**config.mk**
```make
export PLATFORM = sky130hd
export DESIGN_NAME = edge_detect_sync
export DESIGN_NICKNAME = d
export VERILOG_FILES = /design/src/rtl/edge_detect_sync.sv
export SDC_FILE = /design/constraint.sdc
export NUM_CORES = 1
export LEC_CHECK = 0
export CAP_MARGIN = 20
export CORE_AREA = 2 2 39 41
export CTS_CLUSTER_DIAMETER = 50
export DETAILED_ROUTE_END_ITERATION = 7
export DIE_AREA = 0 0 41 43
export PLACE_DENSITY = 0.41
export SLEW_MARGIN = 20
export SYNTH_ARGS = -nofsm -noshare
export SYNTH_HDL_FRONTEND = slang
export SYNTH_SLANG_ARGS = --single-unit
```
**constraint.sdc**
```tcl
create_clock -name clock -period 0.8 [get_ports clock]
set_input_delay 0.16 -clock clock [delete_from_list [all_inputs] [get_ports clock]]
set_output_delay 0.16 -clock clock [all_outputs]
set_load 0.01 [all_outputs]
```
**src/rtl/edge_detect_sync.sv**
```systemverilog
// Purpose: synchronise WIDTH independent async levels and pulse once per rise/fall edge.
// Latency: SYNC_STAGES+1 clock edges from a stable input to a rise/fall pulse.
// Backpressure: none; this is a free-running level sampler with no handshake.
module edge_detect_sync #(
    parameter int WIDTH       = 1,
    parameter int SYNC_STAGES = 2,
    parameter bit RESET_VALUE = 1'b0
) (
    input  logic             clock,
    input  logic             reset,
    input  logic [WIDTH-1:0] async_sig,
    output logic [WIDTH-1:0] rise,
    output logic [WIDTH-1:0] fall,
    output logic [WIDTH-1:0] level
);

    localparam logic [WIDTH-1:0] RST_VEC = {WIDTH{RESET_VALUE}};

    logic [WIDTH-1:0] sync_q [SYNC_STAGES];
    logic [WIDTH-1:0] hist_q;

    always_ff @(posedge clock) begin
        if (!reset) begin
            for (int i = 0; i < SYNC_STAGES; i++) begin
                sync_q[i] <= RST_VEC;
            end
            hist_q <= RST_VEC;
            rise   <= '0;
            fall   <= '0;
        end else begin
            sync_q[0] <= async_sig;
            for (int i = 1; i < SYNC_STAGES; i++) begin
                sync_q[i] <= sync_q[i-1];
            end
            hist_q <= sync_q[SYNC_STAGES-1];
            // History is the previous synchronised level, so each transition pulses once.
            rise   <= sync_q[SYNC_STAGES-1] & ~hist_q;
            fall   <= ~sync_q[SYNC_STAGES-1] & hist_q;
        end
    end

    assign level = sync_q[SYNC_STAGES-1];

endmodule

```
==> metrics.md <==
| Metric | Value |
|---|---|
| Status | finished, violations left |
| Violated checks | setup timing |
| DRC viols | 0 |
| Initial DRC count | 1 |
| Die Y-Extent | 43 µm |
| Syn Inst Count | 10 |
| CTS clk-pin slew, worst paths | 0.04 ns |
| Total CTS buffers | 3 |
| Clock Tree Buf Depth | 2 |
| Filler cell count in the final layout | 152 |
| Pre-CTS WS | -0.207 ns |
| Number of global-route vias before repair | 119 |
| CTS root buf | clkbuf_4 |
| I/O Buffers | 5 |
| Core area | 1380 µm² |
| Fin. max-slew vios | 0 |
| Routed Antenna Nets | 0 |
| Endpoints failing hold | 0 |
| H-tree Lvls | 1 |
| CP Data Required Time | 0.64 ns |
| Initial Util | 10.1% |
| Layout cell share with drive strength beyond 1 | 55.0% |
| Post-Synthesis Net Count | 13 |
| Synth area leader | dfxtp_1 |
| Via-to-Cell Ratio | 2.86 |
| Pwr Total | 0.578 mW |
| CP max-delay cell | dfxtp_2 |
| Crit path cell chain | buf_6 |
| DIE AREA | 1760 µm² |
| Post-layout min period | 0.822 ns |
| Die Wd | 41 µm |
| Row Count | 14 |
| Final WL | 220 µm |
| Pwr Density | 2440 nW/µm² |
| Worst-path maximum fanout | 2 |
| Clock Skew | 0.00355 ns |
| Initial antenna violation count | 0 |
| CTS tree | built |
| Layout area overhead | 68.8% |
| Crit-path max cell delay | 0.32 ns |
| Rel. slew slack | 91.4% |
| Post-Syn Area per Cell | 14.0 µm² |
| GRT Overall Usage | 4.41% |
| WL/cell | 6.11 µm |
| Largest net degree at the start of global routing | 6 |
| Detail Placement HPWL | 156 µm |
| First-pass GRT wire length | 427 µm |
| Gr ovfl total | 0 |
| I/O pin cnt | 6 |
| Post-DP Area | 218 µm² |
| Setup ws final | -0.0215 ns |
| Routed vias | 103 |
| Kind of end point of the critical path | output pin |
| Post-route cell area | 236 µm² |
| TritonRoute pass-1 iters | 2 |
| Register-to-register setup slack | 0.10 ns |
| #FFs+latches synth | 5 |
| RSZ-0062 raised after global routing | true |
| Post-synthesis sequential area ratio | 71.4% |
| Post-synth design cell area | 140 µm² |
| Arr. time, crit path | 0.66 ns |
| Part of the cycle the worst path needs | 103% |
| Top cells by area, synth | dfxtp_1, and2_2, and3b_1 |
| Pleak | 0.110 nW |
| GPL Wtd Cong | 0.522 |
| Buf/Inv on CP | 1 |
| Ys Warns | 0 |
| Setup CP Type | flip-flop to output pin |
| Fin nets | 24 |
| Final setup viols | 3 |
| Top-area cell type share of the netlist area | 71.4% |
| Top achievable clock speed | 1220 MHz |
| Max cap viols | 0 |
| Clock sink count | 5 |
| Peak VDD IR | 804 µV |
| CP delay by family, top | flip-flops |
| Hold-fix buffers at CTS | 0 |
| Clk Latency, worst-skew pair | 0.24 ns |
| Yosys cell types | 3 |
| Worst-margin pin slew | 0.129 ns |
| Hold crit path type | flip-flop to flip-flop |
| Diodes inserted | 0 |
| Critical path startpoint category | flip-flop |
==> report_power, final <==
part           internal, mW  total, mW  switching [mW]
registers             0.259      0.261         0.00254
clock network         0.188      0.287          0.0984
logic                0.0213     0.0300         0.00871
total                 0.468      0.578           0.110
==> area by class of cell <==
| cell class | instances | area, µm² | area share [%] |
|---|---|---|---|
| well taps | 16 | 20.0 | 8.47 |
| flip-flops and latches | 5 | 101 | 42.9 |
| multi-input cells | 5 | 40.0 | 16.9 |
| clock buffers | 4 | 26.3 | 11.1 |
| repair buffers | 6 | 48.8 | 20.6 |
==> layout by cell type (no fill, tap or decap) <==
cell,instances
dfxtp_1,4
and2_2,3
clkbuf_4,3
and3b_1,2
clkdlybuf4s50_1,2
buf_2,2
clkbuf_1,1
buf_6,1
buf_4,1
dfxtp_2,1
==> cell usage after synthesis, drive strengths merged <==
cell type	count
and2	3
and3b	2
dfxtp	5
==> metrics by stage <==
stage | std cells | setup TNS [ns] | hold slack (ns) | utilization, %
floorplan | 10 | 0 | 0.296 | -
global route | 36 | -0.166 | 0.476 | 17.1
finish | 36 | -0.0409 | 0.441 | 17.1
CTS | 36 | -0.0813 | 0.446 | 17.1
detailed placement | 32 | -1.24 | 0.436 | 15.7
global placement | 32 | -1.10 | 0.429 | 15.7
==> state kept, by name, summed over array words and instances (netlist names) <==
name	flops
hist_q	1
sync_q	2
fall	1
rise	1
==> final timing paths <==
path / start / endpoint / cells past startpoint
worst min-delay path: sync_q[0][0]$_SDFF_PN0_ / sync_q[0][1]$_SDFF_PN0_ / 1
worst max-delay path: sync_q[0][1]$_SDFF_PN0_ / level / 1
worst min register to register: sync_q[0][0]$_SDFF_PN0_ / sync_q[0][1]$_SDFF_PN0_ / 1
worst max register to register: sync_q[0][1]$_SDFF_PN0_ / hist_q$_SDFF_PN0_ / 2
==> routing by layer <==
metal,routed length [µm],vias up,global-route usage (%)
met5,0,-,0
met1,99,44,3.53
met4,0,0,2.00
met2,71,8,4.69
li1,-,51,-
met3,49,0,7.85
==> what timing repair did <==
item	4_1_cts	5_1_grt
buffers inserted	0	0
endpoints found under the setup margin	3	3
pin swaps	0	0
gates resized for setup	14	0
==> logic make-up after synthesis <==
logic type | Yosys count | share of synthesized area (%)
DFF | 5 | 71.4
and+or+nand+nor | 5 | 28.6
Power figures use the tool's default switching activity.
